[config.mk]
export PLATFORM = sky130hd
export DESIGN_NAME = counter_read_ctrl_flat
export DESIGN_NICKNAME = d
export VERILOG_FILES = /design/src/rtl/counter_read_ctrl_pkg.sv /design/src/rtl/counter_read_ctrl_if.sv /design/src/rtl/counter_read_ctrl_snapshot.sv /design/src/rtl/counter_read_ctrl.sv /design/src/flat_wrapper.sv
export SDC_FILE = /design/constraint.sdc
export NUM_CORES = 1
export LEC_CHECK = 0
export CORE_UTILIZATION = 45
export DETAILED_ROUTE_END_ITERATION = 8
export PLACE_DENSITY = 0.83
export SLEW_MARGIN = 40
export SYNTH_ARGS = -nofsm -noshare
export SYNTH_HDL_FRONTEND = slang
export SYNTH_SLANG_ARGS = --single-unit
[constraint.sdc]
create_clock -name sys_clk -period 3.8 [get_ports sys_clk]
set_input_delay 0.76 -clock sys_clk [delete_from_list [all_inputs] [get_ports sys_clk]]
set_output_delay 0.76 -clock sys_clk [all_outputs]
set_load 0.05 [all_outputs]
[src/rtl/counter_read_ctrl_pkg.sv]
// Shared timer definitions: register offsets, read FSM states and status bits.
// The offsets are also used by the write-path decoder, so keep them here.
package counter_read_ctrl_pkg;

  localparam logic [11:0] TDR0_OFFSET  = 12'h004;
  localparam logic [11:0] TDR1_OFFSET  = 12'h008;
  localparam logic [11:0] TSTAT_OFFSET = 12'h00C;

  typedef enum logic [1:0] {
    IDLE,
    SETUP,
    ACCESS,
    RESP
  } rd_state_e;

  localparam int TSTAT_CNT_EN_BIT     = 0;
  localparam int TSTAT_SNAP_VALID_BIT = 1;

  // Build the status word from its two live bits; all other bits read as zero.
  function automatic logic [31:0] tstat_word(input logic snap_valid, input logic cnt_en);
    logic [31:0] w;
    w = '0;
    w[TSTAT_SNAP_VALID_BIT] = snap_valid;
    w[TSTAT_CNT_EN_BIT]     = cnt_en;
    return w;
  endfunction

endpackage

[src/rtl/counter_read_ctrl_if.sv]
// APB-style read bus between the fabric (master) and the counter read block (slave).
interface counter_read_ctrl_if #(
  parameter int ADDR_W = 12
);
  logic              psel;
  logic              penable;
  logic              pwrite;
  logic [ADDR_W-1:0] paddr;
  logic              pready;
  logic [31:0]       prdata;
  logic              pslverr;

  modport master (
    output psel, penable, pwrite, paddr,
    input  pready, prdata, pslverr
  );

  modport slave (
    input  psel, penable, pwrite, paddr,
    output pready, prdata, pslverr
  );
endinterface

[src/rtl/counter_read_ctrl_snapshot.sv]
// Shadow of the counter high word taken when the low word is read, so a
// following high-word read is coherent with it even while the counter runs.
module counter_read_ctrl_snapshot (
  input  logic        sys_clk,
  input  logic        sys_rst_n,
  input  logic        capture,
  input  logic [31:0] capture_hi,
  input  logic        consume,
  input  logic        clear,
  output logic [31:0] shadow_hi,
  output logic        snap_valid
);

  // Capture beats clear beats consume: a low-word read landing on a counter
  // clear still leaves a valid snapshot of the value it returned.
  always_ff @(posedge sys_clk or negedge sys_rst_n) begin
    if (!sys_rst_n) begin
      shadow_hi  <= '0;
      snap_valid <= 1'b0;
    end else if (capture) begin
      shadow_hi  <= capture_hi;
      snap_valid <= 1'b1;
    end else if (clear) begin
      shadow_hi  <= '0;
      snap_valid <= 1'b0;
    end else if (consume) begin
      snap_valid <= 1'b0;
    end
  end

endmodule

[src/rtl/counter_read_ctrl.sv]
// Read-side register block for the 64-bit timer counter. Returns the counter
// in two 32-bit halves with a shadowed high word for coherent 64-bit reads.
module counter_read_ctrl
  import counter_read_ctrl_pkg::*;
#(
  parameter int                ADDR_W      = 12,
  parameter logic [ADDR_W-1:0] TDR0_ADDR   = ADDR_W'(TDR0_OFFSET),
  parameter logic [ADDR_W-1:0] TDR1_ADDR   = ADDR_W'(TDR1_OFFSET),
  parameter logic [ADDR_W-1:0] TSTAT_ADDR  = ADDR_W'(TSTAT_OFFSET),
  parameter int                WAIT_STATES = 1
) (
  input  logic                sys_clk,
  input  logic                sys_rst_n,
  counter_read_ctrl_if.slave  bus,
  input  logic [63:0]         cnt_val,
  input  logic                cnt_en,
  input  logic                counter_clear
);

  rd_state_e         state;
  logic [1:0]        wait_cnt;
  logic [ADDR_W-1:0] cap_addr;
  logic              cap_write;
  logic              cap_en;
  logic [63:0]       cap_cnt;
  logic [31:0]       shadow_hi;
  logic              snap_valid;
  logic              resp_go;
  logic              snap_capture;
  logic              snap_consume;
  logic [31:0]       rd_data;
  logic              rd_err;

  // The transfer commits on the edge that moves ACCESS into RESP.
  assign resp_go      = (state == ACCESS) && bus.psel && (wait_cnt == 2'd0);
  assign snap_capture = resp_go && !cap_write && (cap_addr == TDR0_ADDR);
  assign snap_consume = resp_go && !cap_write && (cap_addr == TDR1_ADDR);

  // Read data and error decode from the values captured at the start of ACCESS.
  always_comb begin
    rd_data = '0;
    rd_err  = 1'b0;
    if (!cap_write) begin
      if (cap_addr == TDR0_ADDR) begin
        rd_data = cap_cnt[31:0];
      end else if (cap_addr == TDR1_ADDR) begin
        rd_data = snap_valid ? shadow_hi : cap_cnt[63:32];
      end else if (cap_addr == TSTAT_ADDR) begin
        rd_data = tstat_word(snap_valid, cap_en);
      end else begin
        rd_err = 1'b1;
      end
    end
  end

  // Capture registers: hold the request and counter value seen on the first
  // ACCESS edge; pure data, so no reset.
  always_ff @(posedge sys_clk) begin
    if ((state == SETUP) && bus.psel && bus.penable) begin
      cap_addr  <= bus.paddr;
      cap_write <= bus.pwrite;
      cap_cnt   <= cnt_val;
      cap_en    <= cnt_en;
    end
  end

  // Bus FSM with registered pready/prdata/pslverr; dropping psel aborts.
  always_ff @(posedge sys_clk or negedge sys_rst_n) begin
    if (!sys_rst_n) begin
      state       <= IDLE;
      wait_cnt    <= 2'd0;
      bus.pready  <= 1'b0;
      bus.prdata  <= '0;
      bus.pslverr <= 1'b0;
    end else begin
      case (state)
        IDLE: begin
          if (bus.psel && !bus.penable) state <= SETUP;
        end
        SETUP: begin
          if (!bus.psel) begin
            state <= IDLE;
          end else if (bus.penable) begin
            state    <= ACCESS;
            wait_cnt <= 2'(WAIT_STATES);
          end
        end
        ACCESS: begin
          if (!bus.psel) begin
            state <= IDLE;
          end else if (wait_cnt != 2'd0) begin
            wait_cnt <= wait_cnt - 2'd1;
          end else begin
            state       <= RESP;
            bus.pready  <= 1'b1;
            bus.prdata  <= rd_data;
            bus.pslverr <= rd_err;
          end
        end
        RESP: begin
          state       <= IDLE;
          bus.pready  <= 1'b0;
          bus.prdata  <= '0;
          bus.pslverr <= 1'b0;
        end
        default: state <= IDLE;
      endcase
    end
  end

  counter_read_ctrl_snapshot u_counter_snapshot (
    .sys_clk    (sys_clk),
    .sys_rst_n  (sys_rst_n),
    .capture    (snap_capture),
    .capture_hi (cap_cnt[63:32]),
    .consume    (snap_consume),
    .clear      (counter_clear),
    .shadow_hi  (shadow_hi),
    .snap_valid (snap_valid)
  );

endmodule

[src/flat_wrapper.sv]
// flat-port wrapper written by rule: the top's interface ports become plain ports
module counter_read_ctrl_flat import counter_read_ctrl_pkg::*;
#(
  parameter int                ADDR_W      = 12,
  parameter logic [ADDR_W-1:0] TDR0_ADDR   = ADDR_W'(TDR0_OFFSET),
  parameter logic [ADDR_W-1:0] TDR1_ADDR   = ADDR_W'(TDR1_OFFSET),
  parameter logic [ADDR_W-1:0] TSTAT_ADDR  = ADDR_W'(TSTAT_OFFSET),
  parameter int                WAIT_STATES = 1
)
  (sys_clk, sys_rst_n, cnt_val, cnt_en, counter_clear, bus_psel, bus_penable, bus_pwrite, bus_paddr, bus_pready, bus_prdata, bus_pslverr);
  counter_read_ctrl_if #(.ADDR_W(ADDR_W)) bus_i ();
  input  logic sys_clk;
  input  logic sys_rst_n;
  input  logic [63:0] cnt_val;
  input  logic cnt_en;
  input  logic counter_clear;
  input wire logic [$bits(bus_i.psel)-1:0] bus_psel;
  input wire logic [$bits(bus_i.penable)-1:0] bus_penable;
  input wire logic [$bits(bus_i.pwrite)-1:0] bus_pwrite;
  input wire logic [$bits(bus_i.paddr)-1:0] bus_paddr;
  output wire logic [$bits(bus_i.pready)-1:0] bus_pready;
  output wire logic [$bits(bus_i.prdata)-1:0] bus_prdata;
  output wire logic [$bits(bus_i.pslverr)-1:0] bus_pslverr;
  assign bus_i.psel = bus_psel;
  assign bus_i.penable = bus_penable;
  assign bus_i.pwrite = bus_pwrite;
  assign bus_i.paddr = bus_paddr;
  assign bus_pready = bus_i.pready;
  assign bus_prdata = bus_i.prdata;
  assign bus_pslverr = bus_i.pslverr;
  counter_read_ctrl #(.ADDR_W(ADDR_W), .TDR0_ADDR(TDR0_ADDR), .TDR1_ADDR(TDR1_ADDR), .TSTAT_ADDR(TSTAT_ADDR), .WAIT_STATES(WAIT_STATES)) u_core (.sys_clk(sys_clk), .sys_rst_n(sys_rst_n), .bus(bus_i), .cnt_val(cnt_val), .cnt_en(cnt_en), .counter_clear(counter_clear));
endmodule
Word level (Yosys, flattened, before mapping)
Index checks and enable logic that the tools add are counted.

storage, ports and cells
  output and inout port bits = 34
  input port bits = 83
  register bits after elaboration = 149
  word-level logic and storage cells = 80

operators by class
  equal/unequal tests = 14
  reduce and logical (&&, ||, !) cells = 20
  mux-type cells = 34
  add/subtract/negate cells = 1

operator list
  cell                                                   count
  2-to-1 mux 32 bit                                      8
  case mux 32 bit (2 select lines)                       1
  == test 12 x 4 -> 1 bit, second input constant         2
  2-to-1 mux 2 bit                                       10
  == test 12 x 3 -> 1 bit, second input constant         1
  2-to-1 mux 1 bit                                       11
  inequality test 2 bit, second input constant           5
  logical AND 1 bit                                      8
  case mux 2 bit (4 select lines)                        1
  nonzero test 2 bit                                     4
  inequality test 3 bit, second input constant           2
  AND reduction 3 bit                                    2
  AND reduction 5 bit                                    1
  == test 2 bit, second input constant                   2
  logical NOT 2 bit                                      2
  case mux 1 bit (2 select lines)                        2
  case mux 2 bit (2 select lines)                        1
  nonzero test 3 bit                                     1
  == test 2 x 1 -> 1 bit, second input constant          1
  logical NOT 1 bit                                      2
  inequality test 2 x 1 -> 1 bit, second input constant  1
  subtractor 2 x 1 -> 2 bit, second input constant       1

Logic depth before layout (Yosys ltp)
Gate-level depths: netlist of the first run.

  depth after elaboration = 8
  depth in mapped cells = 8
  depth with buffers taken out = 6

Hierarchy
From an unflattened synthesis of the first run, not the netlist that was laid out.

unflattened totals
  cell total of the unflattened synthesis = 356
  area total of the unflattened synthesis = 5683.0 um^2

modules (own cells, without submodules)
  module                      area each (um^2)  instances  seq. area each (um^2)  cells an instance
  counter_read_ctrl           4471.8            1          3293.2                 281
  counter_read_ctrl_snapshot  1211.2            1          825.8                  75

Least setup slack after synthesis of the first run
No wires, ideal clock.

  path kind = in2reg
  from = in bus_psel
  to = reg u_core.cap_addr[0] (enable)
  stages on the path = 2
  setup time = 0.445 ns
  arrival time = 2.932 ns
  required time = 3.355 ns
  buffers on the path = 1
  path slack = 0.423 ns
  path through = clkbuf_1 -> and3_1

between the ends
  longest elaborated chain between the ends = 2

ends and longest elaborated chain
  element                         line                     RTL
  from (decl)                     flat_wrapper.sv:17       input wire logic [$bits(bus_i.psel)-1:0] bus_psel;
  logical AND 1 bit (2 in a row)  counter_read_ctrl.sv:59  if ((state == SETUP) && bus.psel && bus.penable) begin
  to (signal assigned)            counter_read_ctrl.sv:60  cap_addr <= bus.paddr;
  to (decl)                       counter_read_ctrl.sv:22  logic [ADDR_W-1:0] cap_addr;

No other way between the ends.
A chain may end at the register's enable or synchronous reset.

Final worst setup path of the first run
  from = in bus_psel
  to = reg u_core.bus.prdata[3]

between the ends
  longest elaborated chain between the ends = 2

ends and longest elaborated chain
  element                          line                        RTL
  inequality test 2 bit (no line)  --
  AND reduction 3 bit (no line)    --
  to (signal assigned)             counter_read_ctrl.sv:96     bus.prdata <= rd_data;
  to (decl)                        counter_read_ctrl_if.sv:20  output pready, prdata, pslverr

No other way between the ends.

==> impl_metrics.ini, run 1 <==
[timing]
finalClockSkew_ns = 0.01276
timing.setup.tns_ns = 0
timing.hold.ws_ns = 0.3393
finalHoldViolCount = 0
finalCritPeriodShare_pct = 72.31
period_minus_slack_ns = 2.748
setup_violations = 0
relSlewSlack_pct = 54.54
rsz0062_at_grt = false
tightest_slew_ns = 0.6805
timing.fmax_ghz = 0.3639
slew_viol_final = 0

[global_route]
antenna_found_initial = 0
grt_pass1_vias = 3975
grt_max_degree = 72
grt_pass1_wl_microns = 19930
overflow = 0
grt_usage_pct = 20.09

[final_layout]
nets = 614
area_delta_synth_final_pct = 31.27
fin_area_sq_mm = 0.007647
layout-drive-gt1-share_pct = 9.576

[drt]
dr.pass1.iters = 5
routed_via_density = 5.432
vias = 3889
wire_per_inst_microns = 17.82
wirelength_microns = 12760
drtIter0Drc = 318
drt.antenna.violating_nets = 0
drcViolationCount = 0

[placed_design]
hpwl_microns = 7877
dpl_cell_area_sq_mm = 0.007077
portBuffers = 116
place.gp.congestion = 0.7455

[floorplan]
die_h_microns = 115.8
dieArea_sq_mm = 0.01341
initial_core_util_pct = 46.16
boundaryPins = 117
core_sq_mm = 0.01262
rows = 41
die_w_microns = 115.8

[cts]
clockBufferDepth = 2
cts_tree = yes
cts_setup_buffers = 0
hold_buffers = 0
cts_buffers = 17
cts_max_level = 4
cts.clk_slew.worst_paths_ns = 0.06
cts.sinks = 149
clockRootBuffer = clkbuf_16
worstSkewPairLatency_ns = 0.42
cts_resized = 0

[pwr]
clockPowerShare_pct = 45.2
ir_drop_mv = 0.3783
p_seq_share_pct = 49.6
p_sw_uw = 742.0
p_int_mw = 2.778
p_leak_nw = 2.794
powerDensity_mw_per_mm2 = 460.2
pwr-share-comb_pct = 5.2
switching_share_pct = 21.08

[synth]
yosysTopAreaCellShare_pct = 40.21
ys_dominant_reg_cell = edfxtp_1
synth_edf_count = 78
ys_types = 38
syn_area_sq_mm = 0.005826
seq_area_frac_synth_pct = 70.70
async_flop_share_pct = 47.65
yosys_warnings = 0
ys_seq_elements = 149
synth_top_area_cell = edfxtp_1
synth_area_leaders = edfxtp_1, dfrtp_1, mux2i_1, a32oi_1, o21ai_0
syn_inst = 420
yosysMostFrequentCell = edfxtp_1
postSynthAreaPerCell_sq_um = 13.87
synth_common_cells = edfxtp_1, dfrtp_1, nand2_1
synth_nets = 504

[setup_path]
r2r_slack_ns = 1.34
rr_worst_depth = 7
startpoint_type = input pin
worstPathArrival_ns = 3.08
criticalPathCategory = in2reg
r2r-end = u_core.bus.prdata[3]$_DFFE_PN0P_
end_kind = register
cp_max_fo = 18
worstReg2RegStart = u_core.wait_cnt[0]$_DFFE_PN0P_
required_ns = 4.13

[min_path]
min_path_type = in2async

[outcome]
status = finished clean

[flow_run]
maxCapViolCount = 0
[metrics by stage]
step                utilization [%]  cells  power [mW]  setup slack, ns
floorplan                         -    420       1.833           0.4231
global placement              56.03    683       1.952           0.8044
detailed placement            56.08    683       1.961           0.6632
CTS                           60.58    715       3.557            1.072
global route                  60.58    715       3.631           0.8820
finish                        60.60    716       3.520            1.052
[critical path: stages]
cell	delay, ns
clkdlybuf4s50_1	0.68
nand4b_1	0.23
nor4_4	0.47
nand3b_2	0.41
buf_4	0.34
o21ai_1	0.18
[power groups by stage]
stage,combinational [mW],sequential [mW],clock [mW]
finish,0.183,1.74,1.59
global route,0.198,1.75,1.69
CTS,0.186,1.74,1.63
detailed placement,0.184,1.78,0
global placement,0.176,1.78,0
floorplan,0.0438,1.79,0
[logic make-up (layout without fill, tap and decap cells)]
family	count (synthesis)	after routing	synth area share, %
buffers and inverters	37	160	3.673
flip-flops	149	149	70.70
multiplexers	31	31	5.348
AO/OA/AOI/OAI	110	110	11.98
adder cells (fa/ha/maj)	1	1	0.2147
AND/OR/NAND/NOR	92	92	8.076
other	0	1	0
[cells in the final DEF, fill, tap and decap left out, drive strengths merged, types with 7 or more instances in the layout]
cell             n
clkdlybuf4s50  115
edfxtp          78
dfrtp           71
o21ai           65
nand2           37
nand3           32
mux2i           30
a32oi           30
clkbuf          20
buf              8
clkinv           7
inv              7
[worst max-delay path by stage]
stage,startpoint,endpoint,slack [ns],depth (start not counted)
floorplan,bus_psel,u_core.cap_addr[0]$_DFFE_PP_,0.42,2
global placement,bus_psel,u_core.bus.prdata[15]$_DFFE_PN0P_,0.80,6
detailed placement,bus_psel,u_core.bus.prdata[20]$_DFFE_PN0P_,0.66,6
CTS,bus_psel,u_core.bus.prdata[3]$_DFFE_PN0P_,1.07,6
global route,bus_psel,u_core.bus.prdata[12]$_DFFE_PN0P_,0.88,6
finish,bus_psel,u_core.bus.prdata[3]$_DFFE_PN0P_,1.05,6
[layout make-up]
cell class / count / area (sq um)
Clock buffer: 20 / 466.7
Tap cell: 172 / 215.2
Antenna cell: 1 / 2.502
Clock inverter: 12 / 101.3
Sequential cell: 149 / 4123
Multi-Input combinational cell: 234 / 1505
Inverter: 5 / 18.77
Timing Repair Buffer: 123 / 1215
Fill cell: 980 / 4972
[metal layers]
metal / vias to the layer above / global-route usage (%) / wire length, microns
met1: 1891 / 25.96 / 5281
met5: - / 0 / 0
met2: 168 / 30.75 / 6343
met4: 0 / 8.974 / 204
met3: 19 / 6.904 / 931
li1: 1811 / - / -
[state kept, by name (all words and copies together), names as in the netlist]
name,cells
u_core.bus.prdata,32
u_core.bus.pready,1
u_core.bus.pslverr,1
u_core.cap_addr,12
u_core.cap_cnt,64
u_core.cap_en,1
u_core.cap_write,1
u_core.state,2
u_core.u_counter_snapshot.shadow_hi,32
u_core.u_counter_snapshot.snap_valid,1
u_core.wait_cnt,2
No activity file was read; power rests on OpenSTA's default activity.
==> run 2: changes to the inputs <==
Settings changed: PLACE_DENSITY 0.83 to 0.86.
Clock period 3.8 ns to 2.4 ns, I/O delays scaled along.
==> run 2 against run 1 <==
Compared with the run above: largest power group unchanged; worst setup slack worse by 0.75 ns; clock power rose by 67%; sequential power up 59%; non-clock buffer count grew 7; combinational power rose by 63%; count of clock-buffer cells in the layout rose by 2; global-route usage is 0.32 points higher; wire length decreased by 0.31%; flip-flop and latch count stayed put; critical path type is now reg2out; sequential share of layout area decreased by 0.88 points; final cell count is 0.84% higher; first-iteration DRC count fell by 21%.
==> impl_metrics.ini, run 2 (synthesis gave the netlist of run 1 again) <==
[floorplan]
initial_core_util_pct = 46.16
boundaryPins = 117
core_sq_mm = 0.01262
rows = 41
die_w_microns = 115.8
dieArea_sq_mm = 0.01341
die_h_microns = 115.8

[final_layout]
largestRegisters = u_core.cap_cnt (64), u_core.bus.prdata (32), u_core.u_counter_snapshot.shadow_hi (32)
fin_util_pct = 61.57
area_delta_synth_final_pct = 33.38
nets = 621
final_common_cell = clkdlybuf4s50_1
final_cell_mix = clkdlybuf4s50_1, edfxtp_1, dfrtp_1
regMostFlops = u_core.cap_cnt
largest_reg_flops = 64
fill_cells = 989
layout-drive-gt1-share_pct = 10.00
antennaDiodeCount = 0

[setup_path]
worstReg2RegStart = u_core.wait_cnt[0]$_DFFE_PN0P_
slowest_delay_ns = 0.82
startpoint_type = register
crit_end = bus_prdata[1]
worstSetupStartpoint = u_core.bus.prdata[1]$_DFFE_PN0P_
cp_max_fo = 2
end_kind = primary output
criticalPathCategory = reg2out
r2r_slack_ns = 0.30
crit_buf_inv = 1
worstPathArrival_ns = 1.62
rr_worst_depth = 6
worst-path-stages = 1
crit_chain = clkdlybuf4s50_1
r2r-end = u_core.u_counter_snapshot.shadow_hi[15]$_DFFE_PN0P_
critical-path-top-delay-family = buffers and inverters
cp_slowest_cell = clkdlybuf4s50_1
required_ns = 1.92

[drt]
drtIter0Drc = 252
wire_per_inst_microns = 17.62
drcViolationCount = 0
drt.antenna.violating_nets = 0
routed_via_density = 5.450
vias = 3935
dr.pass1.iters = 5
wirelength_microns = 12720

[outcome]
status = finished clean

[global_route]
grt_usage_pct = 20.41
grt_max_degree = 72
grt_pass1_wl_microns = 20040
grt_pass1_vias = 4073
overflow = 0
antenna_found_initial = 0

[pwr]
finalPower_mw = 5.717
ir_drop_mv = 0.4570
powerDensity_mw_per_mm2 = 735.8
p_leak_nw = 2.861

[cts]
hold_buffers = 0
cts_buffers = 17
cts_tree = yes
cts.sinks = 149
cts_resized = 0
clockRootBuffer = clkbuf_16
cts_max_level = 4
clockBufferDepth = 2
worstSkewPairLatency_ns = 0.42
cts_setup_buffers = 0
cts.clk_slew.worst_paths_ns = 0.06

[timing]
timing.setup.tns_ns = 0
period_minus_slack_ns = 2.097
finalClockSkew_ns = 0.007082
rsz0062_at_grt = false
tightest_slew_ns = 0.6685
timing.fmax_ghz = 0.4768
setup_violations = 0
finalHoldViolCount = 0
finalCritPeriodShare_pct = 87.38
slew_viol_final = 0
relSlewSlack_pct = 55.43

[placed_design]
place.gp.congestion = 0.7381
portBuffers = 116
hpwl_microns = 8168

[flow_run]
maxCapViolCount = 0

[min_path]
min_path_type = in2async
[run 2: cell count changes in the layout (fill, tap and decap cells not counted), sizes merged]
cell      previous run  this run
inv                  7         5
bufinv               1         3
clkinvlp             2         0
diode                1         0
buf                  8        15
clkbuf              20        22
[run 2: per-layer routing]
metal | share of wire [%] | GRT usage [%]
met1 | 42 | 24.39
met2 | 51 | 34.17
met3 | 6.0 | 5.649
met4 | 1.8 | 10.00
met5 | 0 | 0
[run 2: final cells by class]
| type | count | area (sq um) | area share, % |
|---|---|---|---|
| Sequential cell | 149 | 4120 | 53.03 |
| Multi-Input combinational cell | 234 | 1505 | 19.37 |
| Timing Repair Buffer | 130 | 1318 | 16.96 |
| Clock buffer | 22 | 464.2 | 5.974 |
| Tap cell | 172 | 215.2 | 2.770 |
| Clock inverter | 10 | 128.9 | 1.659 |
| Inverter | 5 | 18.77 | 0.2415 |
[run 2: worst min path at each step]
stage / endpoint / slack, ns / cells after the start
after floorplan: u_core.bus.prdata[0]$_DFFE_PN0P_ / 0.18 / 0
after global placement: u_core.u_counter_snapshot.shadow_hi[21]$_DFFE_PN0P_ / 0.48 / 2
after detailed placement: u_core.bus.prdata[5]$_DFFE_PN0P_ / 0.49 / 2
after CTS: u_core.state[0]$_DFFE_PN0P_ / 0.09 / 1
after global routing: u_core.state[0]$_DFFE_PN0P_ / 0.11 / 1
final: u_core.state[0]$_DFFE_PN0P_ / 0.07 / 1
[run 2: power by group]
| part | switching (mW) | internal, mW |
|---|---|---|
| logic | 0.138 | 0.162 |
| clock network | 0.975 | 1.68 |
| registers | 0.0220 | 2.74 |
| total | 1.14 | 4.58 |
[run 2: metrics by stage]
step                worst slack (ns)  cells  cell area, sq um  hold WS, ns
floorplan                     0.1841    420              5827       0.1844
global placement              0.1787    690              7173       0.4791
detailed placement           0.08863    690              7177       0.4903
CTS                           0.2739    722              7770      0.09214
global route                  0.1753    722              7770       0.1115
finish                        0.3028    722              7770      0.06877
==> run 3: changes to the inputs <==
Settings changed: PLACE_DENSITY 0.86 to 0.75.
==> run 3 against run 2 <==
Compared with the run above: final cell count is 0.14% higher; highest routed layer unchanged; largest cell class unchanged; total power is 2.8% lower; sequential share of layout area is 0.24 points higher.
==> impl_metrics.ini, run 3 (synthesis gave the netlist of run 1 again) <==
[final_layout]
layout-drive-gt1-share_pct = 9.437
final_cell_mix = clkdlybuf4s50_1, edfxtp_1, dfrtp_1
fill_cells = 1005
largest_reg_flops = 64
area_delta_synth_final_pct = 32.77
regMostFlops = u_core.cap_cnt
fin_area_sq_mm = 0.007735
antennaDiodeCount = 0
largestRegisters = u_core.cap_cnt (64), u_core.bus.prdata (32), u_core.u_counter_snapshot.shadow_hi (32)
final_common_cell = clkdlybuf4s50_1
nets = 622

[cts]
cts_setup_buffers = 0
clockBufferDepth = 2
cts_tree = yes
hold_buffers = 0
worstSkewPairLatency_ns = 0.41
clockRootBuffer = clkbuf_16
cts_max_level = 4
cts.clk_slew.worst_paths_ns = 0.06
cts.sinks = 149
cts_resized = 0
cts_buffers = 17

[pwr]
pwr-share-comb_pct = 5.3
clockPowerShare_pct = 44.9
p_sw_mw = 1.098
p_leak_nw = 2.840
switching_share_pct = 19.75
p_seq_share_pct = 49.7
p_int_mw = 4.460
ir_drop_mv = 0.4638
powerDensity_mw_per_mm2 = 718.6

[setup_path]
r2r-end = u_core.u_counter_snapshot.shadow_hi[5]$_DFFE_PN0P_
r2r_slack_ns = 0.31
cp_max_fo = 2
worstReg2RegStart = u_core.wait_cnt[0]$_DFFE_PN0P_
slowest_delay_ns = 0.84
cp_slowest_cell = clkdlybuf4s50_1
worst-path-stages = 1
crit_chain = clkdlybuf4s50_1
end_kind = primary output
startpoint_type = register
worstPathArrival_ns = 1.61
criticalPathCategory = reg2out
crit_buf_inv = 1
critical-path-top-delay-family = buffers and inverters
rr_worst_depth = 6
required_ns = 1.92

[min_path]
min_path_type = in2async

[global_route]
grt_pass1_wl_microns = 19820
overflow = 0
antenna_found_initial = 0
grt_max_degree = 63
grt_pass1_vias = 3879
grt_usage_pct = 19.89

[drt]
routed_via_density = 5.389
drcViolationCount = 0
dr.pass1.iters = 4
wirelength_microns = 12380
vias = 3896
drtIter0Drc = 261
drt.antenna.violating_nets = 0
wire_per_inst_microns = 17.12

[placed_design]
place.gp.congestion = 0.7839
dpl_cell_area_sq_mm = 0.007168
hpwl_microns = 8201
portBuffers = 116

[timing]
finalCritPeriodShare_pct = 87.12
finalClockSkew_ns = 0.009754
tightest_slew_ns = 0.6636
setup_violations = 0
finalHoldViolCount = 0
timing.fmax_ghz = 0.4783
slew_viol_final = 0
rsz0062_at_grt = false
period_minus_slack_ns = 2.091
relSlewSlack_pct = 55.76
timing.setup.tns_ns = 0

[floorplan]
rows = 41
die_h_microns = 115.8
initial_core_util_pct = 46.16
core_sq_mm = 0.01262
boundaryPins = 117
die_w_microns = 115.8
dieArea_sq_mm = 0.01341

[outcome]
status = finished clean

[flow_run]
maxCapViolCount = 0
-- run 3: changes by cell type in the layout (fill, tap and decap cells not counted), moves of 2 or more --
cell,previous run,this run
buf_4,10,13
bufinv_16,3,0
clkbuf_1,3,7
clkbuf_16,17,19
clkbuf_8,2,4
clkinv_2,6,2
-- run 3: worst max-delay path by stage --
stage | from | end | slack (ns)
2_1_floorplan | bus_psel | u_core.cap_addr[0]$_DFFE_PP_ | 0.18
3_3_place_gp | bus_psel | u_core.u_counter_snapshot.shadow_hi[19]$_DFFE_PN0P_ | 0.19
3_5_place_dp | bus_psel | u_core.u_counter_snapshot.shadow_hi[5]$_DFFE_PN0P_ | 0.11
4_1_cts | u_core.bus.prdata[30]$_DFFE_PN0P_ | bus_prdata[30] | 0.29
5_1_grt | u_core.wait_cnt[0]$_DFFE_PN0P_ | u_core.u_counter_snapshot.shadow_hi[18]$_DFFE_PN0P_ | 0.18
6_report | u_core.bus.prdata[30]$_DFFE_PN0P_ | bus_prdata[30] | 0.31
-- run 3: final cells by class --
type / instances / area (sq um) / share of cell area, %
Sequential cell: 149 / 4120 / 53.27
Multi-Input combinational cell: 234 / 1505 / 19.46
Timing Repair Buffer: 131 / 1309 / 16.92
Clock buffer: 30 / 556.8 / 7.198
Tap cell: 172 / 215.2 / 2.782
Inverter: 5 / 18.77 / 0.2426
Clock inverter: 2 / 10.01 / 0.1294
-- run 3: per-stage QoR --
stage / power [mW] / utilization, % / worst slack [ns] / cells / hold slack (ns)
floorplan: 2.901 / - / 0.1841 / 420 / 0.1844
global placement: 3.102 / 56.80 / 0.1925 / 691 / 0.4772
detailed placement: 3.111 / 56.80 / 0.1103 / 691 / 0.4905
CTS: 5.599 / 61.29 / 0.2854 / 723 / 0.08574
global route: 5.730 / 61.29 / 0.1795 / 723 / 0.1136
finish: 5.558 / 61.29 / 0.3092 / 723 / 0.07242
-- run 3: routing by layer --
metal  global-route usage, %  up-vias  share of wire, %  routed length (microns)
li1                        -     1823                 -                        -
met1                   26.15     1928                44                     5400
met2                   31.43      131                49                     6047
met3                   5.753       14               5.8                      715
met4                   7.521        0               1.8                      217
met5                       0        -                 0                        0
-- run 3: worst register-to-register path, cell delays in order, from the launching register on --
cell	delay, ns
dfrtp_1	0.40
inv_1	0.09
ha_1	0.26
nand4b_1	0.22
nor4_4	0.39
and2_4	0.41
o21ai_0	0.18
-- run 3: power by group through the flow --
stage                     Sequential (mW)  Combinational (mW)  Clock, mW
after detailed placement             2.81               0.298          0
after global placement               2.81               0.291          0
final                                2.76               0.296       2.50
after CTS                            2.76               0.300       2.53
after floorplan                      2.83              0.0695          0
after global routing                 2.77               0.320       2.65
